<file path="config.mk">
export PLATFORM = sky130hd
export DESIGN_NAME = uart_cmd_ctrl
export DESIGN_NICKNAME = d
export VERILOG_FILES = /design/src/rtl/uart_cmd_ctrl.sv
export SDC_FILE = /design/constraint.sdc
export NUM_CORES = 1
export LEC_CHECK = 0
export CORE_MARGIN = 2
export CORE_UTILIZATION = 32
export DETAILED_ROUTE_END_ITERATION = 8
export HOLD_SLACK_MARGIN = 0.12
export PLACE_DENSITY = 0.56
export RECOVER_POWER = 50
export SLEW_MARGIN = 20
export SYNTH_ARGS = -nofsm -noshare
export SYNTH_HDL_FRONTEND = slang
export SYNTH_SLANG_ARGS = --single-unit
</file>
<file path="constraint.sdc">
create_clock -name sclk -period 3.2 [get_ports sclk]
set_input_delay 0.96 -clock sclk [delete_from_list [all_inputs] [get_ports sclk]]
set_output_delay 0.96 -clock sclk [all_outputs]
set_load 0.01 [all_outputs]
</file>
<file path="src/rtl/uart_cmd_ctrl.sv">
// rtl/uart_cmd_ctrl.sv - UART command frame parser, SDRAM request issuer and UART TX pacer
//
// Frame format: opcode, ADDR_BYTES address bytes (MSB first), one length byte,
// then (writes only) length payload bytes.
//
// Ports:
//   sclk, reset             clock, asynchronous active-low reset
//   uart_flag, uart_data    received byte strobe and value
//   wfifo_wr_en, wfifo_data payload push into the write FIFO (1-cycle latency)
//   wfifo_full              write FIFO full; payload bytes are dropped and ovf set
//   sdram_busy              SDRAM controller busy; requests wait while high
//   wr_trig, rd_trig        one-cycle SDRAM requests
//   cmd_addr, cmd_len       request address/length, held until the next frame's length byte
//   rfifo_empty, rfifo_wr_en read FIFO status used by the TX pacer
//   tx_busy, tx_trig        uart_tx status and start pulse
//   frm_err                 one-cycle pulse on zero length or mid-frame timeout
//   ovf                     sticky payload-drop flag, cleared only by reset
module uart_cmd_ctrl #(
  parameter int              DATA_W      = 8,
  parameter int              ADDR_BYTES  = 3,
  parameter int              LEN_W       = 8,
  parameter int              TIMEOUT_CYC = 50000,
  parameter logic [DATA_W-1:0] OP_WR     = 8'h55,
  parameter logic [DATA_W-1:0] OP_RD     = 8'hAA
) (
  input  logic                    sclk,
  input  logic                    reset,
  input  logic                    uart_flag,
  input  logic [DATA_W-1:0]       uart_data,
  output logic                    wfifo_wr_en,
  output logic [DATA_W-1:0]       wfifo_data,
  input  logic                    wfifo_full,
  input  logic                    sdram_busy,
  output logic                    wr_trig,
  output logic                    rd_trig,
  output logic [8*ADDR_BYTES-1:0] cmd_addr,
  output logic [LEN_W-1:0]        cmd_len,
  input  logic                    rfifo_empty,
  input  logic                    rfifo_wr_en,
  input  logic                    tx_busy,
  output logic                    tx_trig,
  output logic                    frm_err,
  output logic                    ovf
);

  localparam int AW = 8 * ADDR_BYTES;
  localparam int TW = $clog2(TIMEOUT_CYC + 1);

  typedef enum logic [2:0] {
    S_IDLE, S_ADDR, S_LEN, S_DATA, S_ISSUE_WR, S_ISSUE_RD
  } state_t;

  state_t            state;
  logic              op_rd;
  logic [2:0]        byte_cnt;
  logic [AW-1:0]     addr_sh;
  logic [LEN_W-1:0]  remaining;
  logic [TW-1:0]     silence_cnt;
  logic [LEN_W-1:0]  len_byte;
  logic              tx_hist1;
  logic              tx_hist2;

  assign len_byte = LEN_W'(uart_data);

  always_ff @(posedge sclk or negedge reset) begin
    if (!reset) begin
      state       <= S_IDLE;
      op_rd       <= 1'b0;
      byte_cnt    <= '0;
      addr_sh     <= '0;
      remaining   <= '0;
      silence_cnt <= '0;
      wfifo_wr_en <= 1'b0;
      wfifo_data  <= '0;
      wr_trig     <= 1'b0;
      rd_trig     <= 1'b0;
      cmd_addr    <= '0;
      cmd_len     <= '0;
      frm_err     <= 1'b0;
      ovf         <= 1'b0;
    end else begin
      wfifo_wr_en <= 1'b0;
      wr_trig     <= 1'b0;
      rd_trig     <= 1'b0;
      frm_err     <= 1'b0;
      case (state)
        S_IDLE: begin
          silence_cnt <= '0;
          if (uart_flag && (uart_data == OP_WR || uart_data == OP_RD)) begin
            op_rd    <= (uart_data == OP_RD);
            byte_cnt <= '0;
            state    <= S_ADDR;
          end
        end
        S_ADDR, S_LEN, S_DATA: begin
          if (uart_flag) begin
            // A byte always beats a timeout expiring in the same cycle.
            silence_cnt <= '0;
            case (state)
              S_ADDR: begin
                addr_sh  <= (addr_sh << 8) | AW'(uart_data[7:0]);
                byte_cnt <= byte_cnt + 3'd1;
                if (byte_cnt == 3'(ADDR_BYTES - 1)) state <= S_LEN;
              end
              S_LEN: begin
                if (len_byte == '0) begin
                  frm_err <= 1'b1;
                  state   <= S_IDLE;
                end else begin
                  // Previous request's address/length stay visible until here.
                  cmd_addr  <= addr_sh;
                  cmd_len   <= len_byte;
                  remaining <= len_byte;
                  state     <= op_rd ? S_ISSUE_RD : S_DATA;
                end
              end
              default: begin
                if (wfifo_full) begin
                  ovf <= 1'b1;
                end else begin
                  wfifo_wr_en <= 1'b1;
                  wfifo_data  <= uart_data;
                end
                remaining <= remaining - LEN_W'(1);
                if (remaining == LEN_W'(1)) state <= S_ISSUE_WR;
              end
            endcase
          end else if (silence_cnt == TW'(TIMEOUT_CYC - 1)) begin
            frm_err <= 1'b1;
            state   <= S_IDLE;
          end else begin
            silence_cnt <= silence_cnt + TW'(1);
          end
        end
        S_ISSUE_WR: begin
          if (!sdram_busy) begin
            wr_trig <= 1'b1;
            state   <= S_IDLE;
          end
        end
        S_ISSUE_RD: begin
          if (!sdram_busy) begin
            rd_trig <= 1'b1;
            state   <= S_IDLE;
          end
        end
        default: state <= S_IDLE;
      endcase
    end
  end

  // TX pacer: the two-cycle history guard covers the delay before uart_tx
  // raises tx_busy after a start pulse, so one byte never gets two starts.
  assign tx_trig = reset && !rfifo_empty && !tx_busy && !rfifo_wr_en
                   && !tx_hist1 && !tx_hist2;

  always_ff @(posedge sclk or negedge reset) begin
    if (!reset) begin
      tx_hist1 <= 1'b0;
      tx_hist2 <= 1'b0;
    end else begin
      tx_hist1 <= tx_trig;
      tx_hist2 <= tx_hist1;
    end
  end

endmodule
</file>
==> reports/qor.txt, run 1 <==
crit-path max cell delay - 0.52 ns
CTS Sinks - 102
Clock Skews - 0.00912 ns
CP max stage cell - or4b_4
drt drc - 0
Avg Cell Area, Syn - 10.7 um^2
synth warn - 0
Die Ht - 124 um
critical path buffer and inverter count - 2
Leak - 2.65 nW
Clock transition at path regs - 0.06 ns
post-synthesis sequential area ratio - 55.8%
Post-synth EDFFs - 0
pin count of the biggest net entering global routing - 57
H-Tree Depth - 3
CTS max path bufs - 2
Clk Latency, worst-skew pair - 0.34 ns
total number of vias - 3447
Pre-antenna DRT Iters - 4
Async SR Flop Fraction - 100%
PortBufs - 61
Final Hold Fails - 0
relative slew slack - 3.07%
Final ANT Viol Nets - 0
CTS buffer count - 9
gr usage total - 15.0%
area of the die - 0.0153 mm^2
Starting Density - 32.8%
combinational share of power - 3.9%
CTS tree - done
switching share of power - 22.5%
CP Class - in2out
HPWL Detailed - 7330 um
Util after Layout - 41.7%
Final Max Tran Viols - 0
Critical Path Start Type - input pin
antenna violations before repair - 0
outcome - completed
Worst-Margin Slew - 1.45 ns
CP Max Fanout - 2
final WL - 10800 um
hold_ws - 0.432 ns
Layout fillers - 1356
CP Capture Type - output pin
# setup viols final - 0
Area Overhead vs Synth - 27.1%
Die Width - 124 um
clk root buf - clkbuf_16
prevailing post-synth register cell - dfrtp_1
GRT overflow - 0
Hold Crit Class - reg2reg
Worst Path Required - 2.24 ns
distinct cell type count after synthesis - 53
initial DRC count - 125
CP Cell Sequence - clkdlybuf4s50_1, or4b_4, nor3_4, buf_2
RSZ-0062 raised after global routing - false
switching component of the power - 0.566 mW
Top Ports - 62
vias in the first global route - 3464
Int Power - 1.95 mW
Synth Net Count - 450
first-pass GRT wire length - 17700 um
share of cells above drive strength 1 - 16.6%
antenna cells - 0
Final period util - 97.6%
Layout Nets - 528
Top delay family on crit path - simple AND/OR/NAND/NOR gates
Cell Area, Synth - 0.00458 mm^2
Post-Synthesis Cells - 429
register share of total power - 52.4%
clock power share - 43.7%
maximum vdd drop - 0.225 mV
Max Clock Freq - 320 MHz
max_cap viols - 0
clock period minus worst slack - 3.12 ns
Pwr Density - 433 mW/mm^2
core area - 0.0139 mm^2
Worst EP arrival - 2.16 ns
routability congestion estimate - 0.832
WL per Instance - 15.6 um
vias per std cell - 4.99
#FFs+latches synth - 102
row count - 43
flip-flops by register name, summed over array words and instances, names as in the netlist, 3 cells and up:
name	cells
silence_cnt	16
state	3
cmd_addr	24
wfifo_data	8
addr_sh	24
remaining	8
byte_cnt	3
cmd_len	8
area by class of cell:
cell class | count | area [um^2] | share of cell area (%)
multi-input cells | 298 | 1910 | 32.8
repair buffers | 87 | 801 | 13.8
flip-flops and latches | 102 | 2550 | 43.9
well taps | 180 | 225 | 3.87
clock inverters | 6 | 68.8 | 1.18
clock buffers | 9 | 225 | 3.87
inverters | 9 | 33.8 | 0.581
Yosys cell counts (5+ instances only):
cell type	count	area share, %
nand2_1	99	8.1
mux2_2	28	6.9
inv_1	9	0.74
a21oi_1	8	0.88
mux2_4	10	3.3
nor3_1	9	0.98
a32o_1	6	1.3
o21ai_0	19	2.1
ha_1	5	1.4
nor4_1	8	1.1
dfrtp_1	102	56
nand3_1	11	1.2
clkbuf_1	14	1.1
nor2_1	26	2.1
and2_1	5	0.68
xnor2_1	8	1.5
metrics by stage:
| step | area [um^2] | TNS [ns] | setup slack [ns] | std cells | power (mW) |
|---|---|---|---|---|---|
| final | 5820 | 0 | 0.0782 | 691 | 2.52 |
| after global routing | 5820 | 0 | 0.0136 | 691 | 2.62 |
| after CTS | 5840 | 0 | 0.0113 | 691 | 2.55 |
| after detailed placement | 5540 | -0.577 | -0.577 | 676 | 1.45 |
| after global placement | 5540 | -0.535 | -0.535 | 676 | 1.45 |
| after floorplan | 4580 | 0 | 0.312 | 429 | 1.37 |
power by group through the flow:
stage                     combinational, mW  clock, mW  sequential, mW
after detailed placement              0.103          0            1.35
final                                0.0976       1.10            1.32
after floorplan                      0.0268          0            1.34
after global placement                0.102          0            1.34
after global routing                  0.114       1.18            1.32
after CTS                             0.104       1.13            1.32
cells in the final DEF, fill, tap and decap left out, types with 3 or more instances in the layout:
cell,synthesis,final
dfrtp_1,102,102
nand2_1,99,99
clkdlybuf4s50_1,0,53
mux2_2,28,28
nor2_1,26,26
o21ai_0,19,19
buf_4,2,18
nand3_1,11,11
mux2_4,10,10
inv_1,9,9
clkbuf_16,0,9
nor4_1,8,8
nor3_1,9,8
a21oi_1,8,8
xnor2_1,8,8
a32o_1,6,6
and2_1,5,5
ha_1,5,5
clkbuf_1,14,5
dlygate4sd3_1,0,5
nand4_1,4,4
or3_1,4,4
nor4b_1,3,3
nand2b_1,3,3
inv_6,0,3
worst register-to-register path, cell delays in order (launching register included):
cell and delay, ns:
dfrtp_1 0.53, nor2_1 0.39, and2_1 0.19, buf_4 0.21, and3_1 0.19, buf_4 0.29
mux2_2 0.39
routing by layer:
layer,vias up,GRT usage (%),wire [um]
met1,1723,19.8,5160
met2,60,23.8,4900
li1,1650,-,-
met3,14,4.21,526
met4,0,5.40,169
met5,-,0,0
path summary, 6_finish.rpt:
check / startpoint / end / slack (ns) / depth (start not counted)
max: tx_busy / tx_trig / 0.08 / 4
max reg2reg: state[2] / cmd_addr[4] / 0.90 / 6
min in group asynchronous: reset / silence_cnt[3] / 1.22 / 2
min: tx_hist1 / tx_hist2 / 0.43 / 0
min reg2reg: tx_hist1 / tx_hist2 / 0.43 / 0
max in group asynchronous: reset / silence_cnt[13] / 0.50 / 3
logic make-up (layout without fill, tap and decap cells):
family,Yosys count,in the layout,share of synthesized area (%)
simple gates,190,190,19.6
flops,102,102,55.8
compound gates,54,54,8.20
mux,39,39,10.4
buf+inv,29,111,2.79
xor+xnor,10,10,1.91
fa+ha+maj,5,5,1.37
what timing repair did:
item,CTS,global route
gates resized for setup,8,0
hold buffers,0,0
setup buffers,0,0
setup endpoints to repair,1,1
pin swaps,2,1
No activity file was read; power rests on OpenSTA's default activity.
==> inputs of run 2 (changes only) <==
ABC_AREA = 1   (was not set)
==> reports/qor.txt, run 2 <==
outcome - completed
Pre-antenna DRT Iters - 4 (unchanged)
distinct cell type count after synthesis - 32 (-40%)
CP Class - in2out
initial DRC count - 300 (+140%)
Area Overhead vs Synth - 22.7%
clk root buf - clkbuf_16
vias in the first global route - 3906 (+13%)
Leak - 2.83 nW (+6.8%)
Clock Skews - 0.00486 ns (-0.00426 ns)
clock period minus worst slack - 3.12 ns (+0.000881 ns)
Async SR Flop Fraction - 100% (unchanged)
DP Area - 0.00564 mm^2 (+1.9%)
CTS tree - done
crit-path max cell delay - 0.40 ns (-0.12 ns)
Starting Density - 32.9% (+0.058 points)
Layout Nets - 657 (+24%)
commonest non-fill, non-tap cell in the layout - nand2_1
first-pass GRT wire length - 19700 um (+11%)
CP Max Fanout - 2 (unchanged)
Synth Net Count - 594 (+32%)
Pwr Density - 783 mW/mm^2 (+81%)
area of the die - 0.0161 mm^2 (+5.1%)
# setup viols final - 0 (unchanged)
top flop regs - addr_sh: 24 flops, cmd_addr: 24 flops, silence_cnt: 16 flops
Post-Synthesis Cells - 573 (+34%)
antenna cells - 0 (unchanged)
Critical Path Start Type - input pin
Final Max Tran Viols - 0 (unchanged)
CP Capture Type - output pin
hold_ws - 0.447 ns (+0.0145 ns)
count leader, synth - nand2_1
Final ANT Viol Nets - 0 (unchanged)
Util after Layout - 40.4% (-1.4 points)
Max Clock Freq - 320 MHz (about the same)
Final WS setup - 0.0773 ns (-0.000881 ns)
WL per Instance - 13.8 um (-11%)
pin count of the biggest net entering global routing - 80 (+40%)
row count - 44 (+2.3%)
Synth area leader - dfrtp_1
commonest non-fill, non-tap cells in the layout - nand2_1 (161), dfrtp_1 (102), inv_1 (65)
RSZ-0062 raised after global routing - false
synth cell count leaders - nand2_1 (161), dfrtp_1 (102), inv_1 (64)
Top Ports - 62 (unchanged)
relative slew slack - 6.83% (+3.8 points)
PortBufs - 61 (unchanged)
post-place setup slack - -0.471 ns (+0.106 ns)
synth warn - 0 (unchanged)
Clock transition at path regs - 0.07 ns (about the same)
Die Width - 127 um (+2.5%)
#FFs+latches synth - 102 (unchanged)
final instance area - 0.00591 mm^2 (+1.6%)
final WL - 11400 um (+6.1%)
prevailing post-synth register cell - dfrtp_1
Layout fillers - 1479 (+9.1%)
CP Cell Sequence - clkdlybuf4s50_1, or3b_4, nor4_4, buf_2
HPWL Detailed - 8140 um (+11%)
critical path buffer and inverter count - 2 (unchanged)
CTS Sinks - 102 (unchanged)
final non-filler cell total - 825 (+19%)
Final period util - 97.6% (about the same)
Final Hold Fails - 0 (unchanged)
Cell Count Post-Placement - 809 (+20%)
Hold Crit Class - reg2reg
Avg Cell Area, Syn - 8.41 um^2 (-21%)
share of cells above drive strength 1 - 8.74% (-7.9 points)
gr usage total - 15.4% (+0.33 points)
cts-stage hold buffer count - 0 (unchanged)
Worst Path Required - 2.24 ns (about the same)
Area contributors post-synth - dfrtp_1 (53%), nand2_1 (13%), o21ai_0 (5.9%)
H-Tree Depth - 3 (unchanged)
CTS max path bufs - 2 (unchanged)
Die Ht - 127 um (+2.5%)
core area - 0.0146 mm^2 (+5.1%)
maximum vdd drop - 0.320 mV (+42%)
drt drc - 0 (unchanged)
GRT overflow - 0 (unchanged)
top-area cell type share of the netlist area - 53.0% (-2.8 points)
Cell Area, Synth - 0.00482 mm^2 (+5.3%)
Worst EP arrival - 2.16 ns (about the same)
Worst-Margin Slew - 1.40 ns (-0.0564 ns)
routability congestion estimate - 0.854 (+2.6%)
CTS buffer count - 9 (unchanged)
Clk Latency, worst-skew pair - 0.35 ns (about the same)
vias per std cell - 4.71 (-5.5%)
total number of vias - 3889 (+13%)
CP max stage cell - clkdlybuf4s50_1
antenna violations before repair - 0 (unchanged)
max_cap viols - 0 (unchanged)
post-synthesis sequential area ratio - 53.0% (-2.8 points)
post-CTS setup buffers - 0 (unchanged)
Top delay family on crit path - simple AND/OR/NAND/NOR gates
flop-to-flop setup slack - 0.74 ns (-0.16 ns)
Post-synth EDFFs - 0 (unchanged)
==> run 2: worst paths after layout <==
path,start,end,cells past startpoint
min in group asynchronous,reset,tx_hist1,2
worst min-delay path,tx_hist1,tx_hist2,0
max in group asynchronous,reset,cmd_addr[13],3
worst max register to register,silence_cnt[0],silence_cnt[9],9
worst max-delay path,rfifo_empty,tx_trig,4
worst min register to register,tx_hist1,tx_hist2,0
==> run 2: what timing repair did <==
action / 4_1_cts / 5_1_grt
endpoints found under the hold margin: 0 / 0
resized for setup: 6 / 1
setup endpoints to repair: 1 / 1
pin swaps: 0 / 1
cloned: 0 / 0
==> run 2: cell families after synthesis <==
family / Yosys count / share of synthesized area, %
simple gates: 270 / 23.8
xor+xnor: 3 / 0.546
mux: 8 / 2.49
fa+ha+maj: 5 / 1.30
buf+inv: 85 / 7.40
compound gates: 100 / 11.5
flops: 102 / 53.0
==> run 2: layer usage <==
metal  GRT usage [%]  up-vias  share of wire [%]
met5               0        -                  0
met3            4.56       13                4.9
met2            24.1       92                 46
met1            20.9     1810                 48
met4            4.33        0                1.7
li1                -     1974                  -
==> run 2: metrics by stage <==
| step | TNS (ns) | power [mW] |
|---|---|---|
| after detailed placement | -0.471 | 3.65 |
| after global placement | -0.428 | 3.60 |
| after CTS | 0 | 4.71 |
| after global routing | 0 | 5.00 |
| after floorplan | 0 | 2.90 |
| final | 0 | 4.63 |
==> run 2: layout make-up <==
type	count	area [um^2]	area share, %
multi-input combinational	386	1920	32.5
sequential	102	2550	43.2
inverter	68	255	4.32
timing repair buffer	69	681	11.5
clock buffer	10	229	3.87
clock inverter	6	45.0	0.762
tap	184	230	3.89
==> run 2: where the power goes <==
part	total [mW]	switching, mW	internal (mW)
clock network	1.04	0.508	0.534
logic	1.60	0.856	0.739
registers	2.00	0.281	1.71
